## src/rtl/ffa_pkg.sv

```systemverilog
// Shared types and default widths for the flip-flop-array initiator and its users.
package ffa_pkg;

  localparam int FFA_DATA_W = 8;
  localparam int FFA_ADDR_W = 3;

  typedef enum logic [1:0] {
    IDLE,
    ISSUE,
    CAPTURE,
    RESP
  } ffa_init_state_e;

  typedef struct packed {
    logic                  wr;
    logic [FFA_ADDR_W-1:0] addr;
    logic [FFA_DATA_W-1:0] data;
  } ffa_req_t;

  typedef struct packed {
    logic                  wr;
    logic [FFA_ADDR_W-1:0] addr;
    logic [FFA_DATA_W-1:0] data;
    logic                  error;
  } ffa_rsp_t;

endpackage

```

## src/rtl/ffa_initiator_if.sv

```systemverilog
// Request/response channels between a host (master) and the array initiator (slave).
interface ffa_initiator_if
  import ffa_pkg::*;
#(
  parameter int DATA_W = FFA_DATA_W,
  parameter int ADDR_W = FFA_ADDR_W
);

  logic              req_valid;
  logic              req_ready;
  logic              req_wr;
  logic [ADDR_W-1:0] req_addr;
  logic [DATA_W-1:0] req_data;
  logic              rsp_valid;
  logic              rsp_ready;
  logic              rsp_wr;
  logic [ADDR_W-1:0] rsp_addr;
  logic [DATA_W-1:0] rsp_data;
  logic              rsp_error;

  modport master (
    output req_valid, req_wr, req_addr, req_data, rsp_ready,
    input  req_ready, rsp_valid, rsp_wr, rsp_addr, rsp_data, rsp_error
  );

  modport slave (
    input  req_valid, req_wr, req_addr, req_data, rsp_ready,
    output req_ready, rsp_valid, rsp_wr, rsp_addr, rsp_data, rsp_error
  );

endinterface

```

## src/rtl/ffa_initiator.sv

```systemverilog
// Single-outstanding initiator: turns one host request into a one-cycle wr/rd strobe
// on the flip-flop array and returns the captured result with a saturating error count.
module ffa_initiator
  import ffa_pkg::*;
#(
  parameter int DATA_W = FFA_DATA_W,
  parameter int ADDR_W = FFA_ADDR_W,
  parameter int CNT_W  = 16
) (
  input  logic              clk,
  input  logic              resetn,
  ffa_initiator_if.slave    bus,
  output logic              ffa_wr,
  output logic              ffa_rd,
  output logic [ADDR_W-1:0] ffa_addr,
  output logic [DATA_W-1:0] ffa_din,
  input  logic [DATA_W-1:0] ffa_dout,
  input  logic              ffa_error,
  output logic [CNT_W-1:0]  err_cnt
);

  ffa_init_state_e state;

  // NOTE: every register here is state, so all updates are non-blocking; the async
  // reset branch drops any in-flight request and parks the strobes low at once.
  always_ff @(posedge clk or negedge resetn) begin
    if (!resetn) begin
      state         <= IDLE;
      bus.req_ready <= 1'b1;
      bus.rsp_valid <= 1'b0;
      bus.rsp_wr    <= 1'b0;
      bus.rsp_addr  <= '0;
      bus.rsp_data  <= '0;
      bus.rsp_error <= 1'b0;
      ffa_wr        <= 1'b0;
      ffa_rd        <= 1'b0;
      ffa_addr      <= '0;
      ffa_din       <= '0;
      err_cnt       <= '0;
    end else begin
      case (state)
        IDLE: begin
          if (bus.req_valid) begin
            ffa_addr      <= bus.req_addr;
            ffa_din       <= bus.req_data;
            bus.rsp_wr    <= bus.req_wr;
            bus.rsp_addr  <= bus.req_addr;
            ffa_wr        <= bus.req_wr;
            ffa_rd        <= ~bus.req_wr;
            bus.req_ready <= 1'b0;
            state         <= ISSUE;
          end
        end
        ISSUE: begin
          ffa_wr <= 1'b0;
          ffa_rd <= 1'b0;
          state  <= CAPTURE;
        end
        CAPTURE: begin
          // Array outputs still hold this op's result; they clear at this same edge.
          bus.rsp_error <= ffa_error;
          bus.rsp_data  <= (bus.rsp_wr | ffa_error) ? '0 : ffa_dout;
          bus.rsp_valid <= 1'b1;
          if (ffa_error && (err_cnt != '1)) begin
            err_cnt <= err_cnt + CNT_W'(1);
          end
          state <= RESP;
        end
        RESP: begin
          if (bus.rsp_ready) begin
            bus.rsp_valid <= 1'b0;
            bus.req_ready <= 1'b1;
            state         <= IDLE;
          end
        end
        default: state <= IDLE;
      endcase
    end
  end

endmodule

```

## src/flat_wrapper.sv

```systemverilog
// flat-port wrapper written by rule: the top's interface ports become plain ports
module ffa_initiator_flat import ffa_pkg::*;
#(
  parameter int DATA_W = FFA_DATA_W,
  parameter int ADDR_W = FFA_ADDR_W,
  parameter int CNT_W  = 16
)
  (clk, resetn, ffa_wr, ffa_rd, ffa_addr, ffa_din, ffa_dout, ffa_error, err_cnt, bus_req_valid, bus_req_wr, bus_req_addr, bus_req_data, bus_rsp_ready, bus_req_ready, bus_rsp_valid, bus_rsp_wr, bus_rsp_addr, bus_rsp_data, bus_rsp_error);
  ffa_initiator_if #(.DATA_W(DATA_W), .ADDR_W(ADDR_W)) bus_i ();
  input  logic clk;
  input  logic resetn;
  output logic ffa_wr;
  output logic ffa_rd;
  output logic [ADDR_W-1:0] ffa_addr;
  output logic [DATA_W-1:0] ffa_din;
  input  logic [DATA_W-1:0] ffa_dout;
  input  logic ffa_error;
  output logic [CNT_W-1:0] err_cnt;
  input wire logic [$bits(bus_i.req_valid)-1:0] bus_req_valid;
  input wire logic [$bits(bus_i.req_wr)-1:0] bus_req_wr;
  input wire logic [$bits(bus_i.req_addr)-1:0] bus_req_addr;
  input wire logic [$bits(bus_i.req_data)-1:0] bus_req_data;
  input wire logic [$bits(bus_i.rsp_ready)-1:0] bus_rsp_ready;
  output wire logic [$bits(bus_i.req_ready)-1:0] bus_req_ready;
  output wire logic [$bits(bus_i.rsp_valid)-1:0] bus_rsp_valid;
  output wire logic [$bits(bus_i.rsp_wr)-1:0] bus_rsp_wr;
  output wire logic [$bits(bus_i.rsp_addr)-1:0] bus_rsp_addr;
  output wire logic [$bits(bus_i.rsp_data)-1:0] bus_rsp_data;
  output wire logic [$bits(bus_i.rsp_error)-1:0] bus_rsp_error;
  assign bus_i.req_valid = bus_req_valid;
  assign bus_i.req_wr = bus_req_wr;
  assign bus_i.req_addr = bus_req_addr;
  assign bus_i.req_data = bus_req_data;
  assign bus_i.rsp_ready = bus_rsp_ready;
  assign bus_req_ready = bus_i.req_ready;
  assign bus_rsp_valid = bus_i.rsp_valid;
  assign bus_rsp_wr = bus_i.rsp_wr;
  assign bus_rsp_addr = bus_i.rsp_addr;
  assign bus_rsp_data = bus_i.rsp_data;
  assign bus_rsp_error = bus_i.rsp_error;
  ffa_initiator #(.DATA_W(DATA_W), .ADDR_W(ADDR_W), .CNT_W(CNT_W)) u_core (.clk(clk), .resetn(resetn), .bus(bus_i), .ffa_wr(ffa_wr), .ffa_rd(ffa_rd), .ffa_addr(ffa_addr), .ffa_din(ffa_din), .ffa_dout(ffa_dout), .ffa_error(ffa_error), .err_cnt(err_cnt));
endmodule
```

## config.mk

```make
export PLATFORM = sky130hd
export DESIGN_NAME = ffa_initiator_flat
export DESIGN_NICKNAME = d
export VERILOG_FILES = /design/src/rtl/ffa_pkg.sv /design/src/rtl/ffa_initiator_if.sv /design/src/rtl/ffa_initiator.sv /design/src/flat_wrapper.sv
export SDC_FILE = /design/constraint.sdc
export NUM_CORES = 1
export LEC_CHECK = 0
export CAP_MARGIN = 10
export CELL_PAD_IN_SITES_DETAIL_PLACEMENT = 0
export CELL_PAD_IN_SITES_GLOBAL_PLACEMENT = 1
export CORE_MARGIN = 2
export CORE_UTILIZATION = 38
export CTS_BUF_LIST = sky130_fd_sc_hd__clkbuf_8
export DETAILED_ROUTE_END_ITERATION = 8
export PLACE_DENSITY = 0.84
export SYNTH_ARGS = -nofsm -noshare
export SYNTH_HDL_FRONTEND = slang
export SYNTH_SLANG_ARGS = --single-unit
```

## constraint.sdc

```tcl
create_clock -name clk -period 3.6 [get_ports clk]
set_input_delay 0.36 -clock clk [delete_from_list [all_inputs] [get_ports clk]]
set_output_delay 0.36 -clock clk [all_outputs]
set_load 0.005 [all_outputs]
```

# After elaboration in Yosys (flattened, before gate mapping)

Index checks and enable logic that the tools add are counted.

$add $sub $neg: 1
$mul: 0
Div/mod/pow operators: 0
Magnitude comparators: 0
Equality and inequality tests: 6
Shift-type cells: 0
Muxes and demuxes: 13
Bitwise operators: 2
Reduce and logical (&&, ||, !) cells: 11

Operators by type and width:

| kind                                                 | count |
|---|---|
| adder 16 x 1 -> 16 bit (second input constant)       | 1 |
| != test 16 bit (second input constant)               | 1 |
| AND reduction 2 bit                                  | 5 |
| 2-to-1 mux 8 bit                                     | 1 |
| one-hot mux 1 bit (2 select lines)                   | 4 |
| one-hot mux 2 bit (4 select lines)                   | 1 |
| nonzero test 2 bit                                   | 3 |
| 2-to-1 mux 1 bit                                     | 5 |
| equality test 2 bit (second input constant)          | 2 |
| 2-to-1 mux 2 bit                                     | 2 |
| != test 2 bit (second input constant)                | 2 |
| AND reduction 3 bit                                  | 1 |
| equality test 2 x 1 -> 1 bit (second input constant) | 1 |
| zero test 2 bit                                      | 1 |
| logical AND 1 bit                                    | 1 |
| NOT 1 bit                                            | 1 |
| OR 1 bit                                             | 1 |

Register bits after elaboration: 43
Bits in latches: 0
RAM bits: 0
ROM bits: 0
Bits of input ports: 25
Output and inout bits: 44
Word-level logic and storage cells: 44
Memories: 0

# Depth between registers and ports, before layout

Depth after elaboration: 3
Mapped depth: 6
Depth with buffers taken out: 6

# Worst setup path before layout

OpenSTA, ideal clock, no wires.

Path type: register -> register
Start: register u_core.state[0]
End: register u_core.bus.rsp_addr[2]
Library setup time: 0.125 ns
Arrival: 1.503 ns
Required time: 3.475 ns
Slack: 1.972 ns
Stages on the path, launching flop included: 6
Cell sequence: dfrtp_1 > inv_1 > ha_1 > nand2_1 > clkbuf_1 > mux2_2

Cells in the longest elaborated chain, start to end: 2

RTL lines:

| what                          | line                   | source |
|---|---|---|
| from (decl)                   | ffa_initiator.sv:22    | `ffa_init_state_e state;` |
| from (signal assigned)        | ffa_initiator.sv:28    | `state <= IDLE;` |
| from (signal assigned)        | ffa_initiator.sv:51    | `state <= ISSUE;` |
| from (signal assigned)        | ffa_initiator.sv:57    | `state <= CAPTURE;` |
| zero test 2 bit               | ffa_initiator.sv:41    | `case (state)` |
| AND reduction 2 bit (no line) | -                      |  |
| to (signal assigned)          | ffa_initiator.sv:47    | `bus.rsp_addr <= bus.req_addr;` |
| to (decl)                     | ffa_initiator_if.sv:28 | `output req_ready, rsp_valid, rsp_wr, rsp_addr, rsp_data, rsp_error` |

Every way passes these cells.
A chain may end at the register's enable or synchronous reset.

# Worst setup path in the final report

Start: register u_core.state[0]
End: register u_core.err_cnt[10]

Cells in the longest elaborated chain, start to end: 2

RTL lines:

| what                          | line                | source |
|---|---|---|
| equality test 2 bit           | ffa_initiator.sv:41 |  |
| AND reduction 2 bit (no line) | -                   |  |
| to (signal assigned)          | ffa_initiator.sv:65 | `err_cnt <= err_cnt + CNT_W'(1);` |
| to (decl)                     | ffa_initiator.sv:19 | `output logic [CNT_W-1:0] err_cnt` |

Every way passes these cells.

==> impl_metrics.toml <==
[grt]
grt_pass1_vias = 1537
grtUsageTotal_pct = 14.97
grt_pass1_wl_um = 7100
grt_max_degree = 44
grt-ovfl-total = 0
antenna_found_initial = 0

[route]
avgRoutedWirePerCell_um = 12.88
drc = 0
first_pass_iters = 4
drtIter0Drc = 89
drtAntennaViolNets = 0
viasPerCell = 4.875
vias = 1521
wl_um = 4020

[sta]
slew_violations = 0
period_needed_ns = 2.224
max_freq_ghz = 0.4496
finalSetupViolations = 0
rsz0062_at_grt = "no"
max-slew-margin-rel_pct = 37.95
period_share_pct = 61.78
finClkSkew_ns = 0.006847
worstMarginPinSlew_ns = 0.9308
fin_tns_setup_ns = 0
hold_violations = 0

[setup_path]
regToRegEndpoint = "u_core.err_cnt[10]"
criticalPathCategory = "register to register"
r2r_setup_slack_ns = 1.38
endpoint = "u_core.err_cnt[10]"
timing.rr.start = "u_core.state[0]"
worstSetupStartpoint = "u_core.state[0]"
start_kind = "register"
critPathMaxFanout = 23
cp_data_required_time_ns = 3.82
worst_setup_path_end_kind = "register"
rr_worst_depth = 6
arrival_ns = 2.44

[pwr]
internal_power_mw = 1.250
ir_worst_vdd_mv = 0.3712
clkPwrFrac_pct = 17.3
seq_power_share_pct = 42.2
power_switching_share_pct = 30.88
combPwrFrac_pct = 40.5
switchingPower_uw = 558.7
p_leak_nw = 1.227
p_per_area_mw_per_mm2 = 643.7

[floorplanning]
die_h_um = 76.29
placementRows = 26
ioPinCount = 69
start_util_pct = 39.13
die_area_sq_mm = 0.005819
core_sq_mm = 0.005075
die_width_um = 76.29

[clocking]
cts-root-buf = "clkbuf_8"
postCtsSetupBuffers = 0
cts.clk_slew.worst_paths_ns = 0.08
htree_num_levels = 2
clk_path_buf_depth = 2
clk_latency_ns = 0.29
cts-resized-gates = 0
numCtsBuffers = 5
numClockSinks = 43
postCtsHoldBufs = 0
cts_tree = "done"

[logic_synthesis]
syn_nets = 202
synthCells = 172
syn_area_sq_mm = 0.001986
avgSynthCellArea_sq_um = 11.54
synth_area_leader_cell = "dfrtp_1"
ys.flop_type = "dfrtp_1"
seq_area_frac_synth_pct = 54.25
synth_cell_types = 35
synthArstFlopShare_pct = 100.0
synth_most_common_cell = "dfrtp_1"
synth_top_area_share_pct = 52.93
synth_area_leaders = "dfrtp_1 53%, mux2_2 6.8%, xor2_1 3.5%"
synth_common_cells = "42 x dfrtp_1, 15 x inv_1, 12 x mux2_2, 12 x nand3_1, 11 x nor2_1"
ys_ff_latch = 43
yosysWarningCount = 0
synth_edf_count = 0

[place]
dp_hpwl_um = 2922
gp_congestion = 0.7798
port_buffers = 68

[worst_hold_path]
hp-class = "input pin to asynchronous set/reset pin"

[cells_and_area]
drive_gt1_share_pct = 12.81
area_growth_pct = 41.53
post-route-util_pct = 55.37
diodes = 0
final_nets = 271

[job]
maxCapViolCount = 0

[outcome]
status = "finished clean"
[power by group through the flow]
stage / Clock, mW / Sequential (mW) / Combinational [mW]
2_1_floorplan: 0 / 0.772 / 0.331
3_5_place_dp: 0 / 0.774 / 0.740
5_1_grt: 0.345 / 0.793 / 0.813
3_3_place_gp: 0 / 0.769 / 0.737
4_1_cts: 0.325 / 0.767 / 0.744
6_report: 0.313 / 0.764 / 0.732
[layer usage]
metal / wire [um] / vias to the layer above / track usage, % / share of wire [%]
met3: 406 / 4 / 6.991 / 10
met5: 0 / - / 0 / 0
li1: - / 742 / - / -
met1: 1803 / 723 / 19.23 / 45
met2: 1771 / 52 / 22.65 / 44
met4: 38 / 0 / 4.364 / 0.95
[stage by stage]
stage | cells | power (mW) | hold slack [ns] | setup slack [ns] | instance area, sq um
floorplan | 172 | 1.103 | 0.06441 | 1.972 | 1986
global placement | 304 | 1.506 | 0.4864 | 1.445 | 2715
detailed placement | 304 | 1.513 | 0.4933 | 1.345 | 2715
CTS | 312 | 1.837 | 0.2505 | 1.345 | 2810
global route | 312 | 1.951 | 0.2863 | 1.080 | 2810
finish | 312 | 1.809 | 0.1997 | 1.376 | 2810
[how the worst min path moves through the flow]
| stage | cells after the start | endpoint | slack [ns] |
|---|---|---|---|
| after floorplan | 0 | u_core.bus.rsp_addr[0] | 0.06 |
| after global placement | 1 | u_core.ffa_din[2] | 0.49 |
| after detailed placement | 1 | u_core.ffa_din[1] | 0.49 |
| after CTS | 1 | u_core.bus.rsp_addr[1] | 0.25 |
| after global routing | 1 | u_core.bus.rsp_addr[1] | 0.29 |
| final | 1 | u_core.bus.rsp_addr[1] | 0.20 |
[layout by cell type, fill, tap and decap left out, drive strengths merged]
cell type and count:
and4 4, clkdlybuf4s50 67, nor2b 1, nor3 2, inv 16, o22ai 1, ha 5, o32a 1
clkbuf 6, clkinv 1, nand4 6, nor2 11, a2bb2oi 1, buf 1, nand2 9, o31ai 1
dfstp 1, a22o 3, o41a 1, mux2i 1, nand3 12, a31oi 2, xnor2 4, o21ai 10
mux2 13, dfrtp 42, nor4b 1, or3 2, nor4 5, xor2 8, a21oi 4
[cell type report]
class | count | area (sq um)
sequential | 43 | 1077
tap | 70 | 87.58
clock buffer | 6 | 82.58
clock inverter | 2 | 12.51
multi-input combinational | 108 | 818.3
fill | 457 | 2265
timing repair buffer | 68 | 675.6
inverter | 15 | 56.30
[flip-flops by register name (all words and copies together) (netlist names)]
register,cells
u_core.bus.rsp_error,1
u_core.ffa_rd,1
u_core.bus.req_ready,1
u_core.bus.rsp_wr,1
u_core.bus.rsp_addr,3
u_core.err_cnt,16
u_core.bus.rsp_valid,1
u_core.state,2
u_core.bus.rsp_data,8
u_core.ffa_din,8
u_core.ffa_wr,1
[worst max-delay path, stage by stage, from the launching register on]
cell and delay (ns):
dfrtp_1 0.42, inv_1 0.09, ha_1 0.56, nand2_1 0.20, or3_4 0.45, nor4_2 0.26
xor2_1 0.16
[logic make-up (layout without fill, tap and decap cells)]
logic type | count (synthesis) | in the layout | synth area share, %
compound gates | 24 | 24 | 7.688
xor+xnor | 12 | 12 | 5.293
simple gates | 53 | 53 | 17.20
mux | 14 | 14 | 7.876
buf+inv | 21 | 91 | 4.537
fa+ha+maj | 5 | 5 | 3.151
flops | 43 | 43 | 54.25
(Power assumes the default switching activity.)
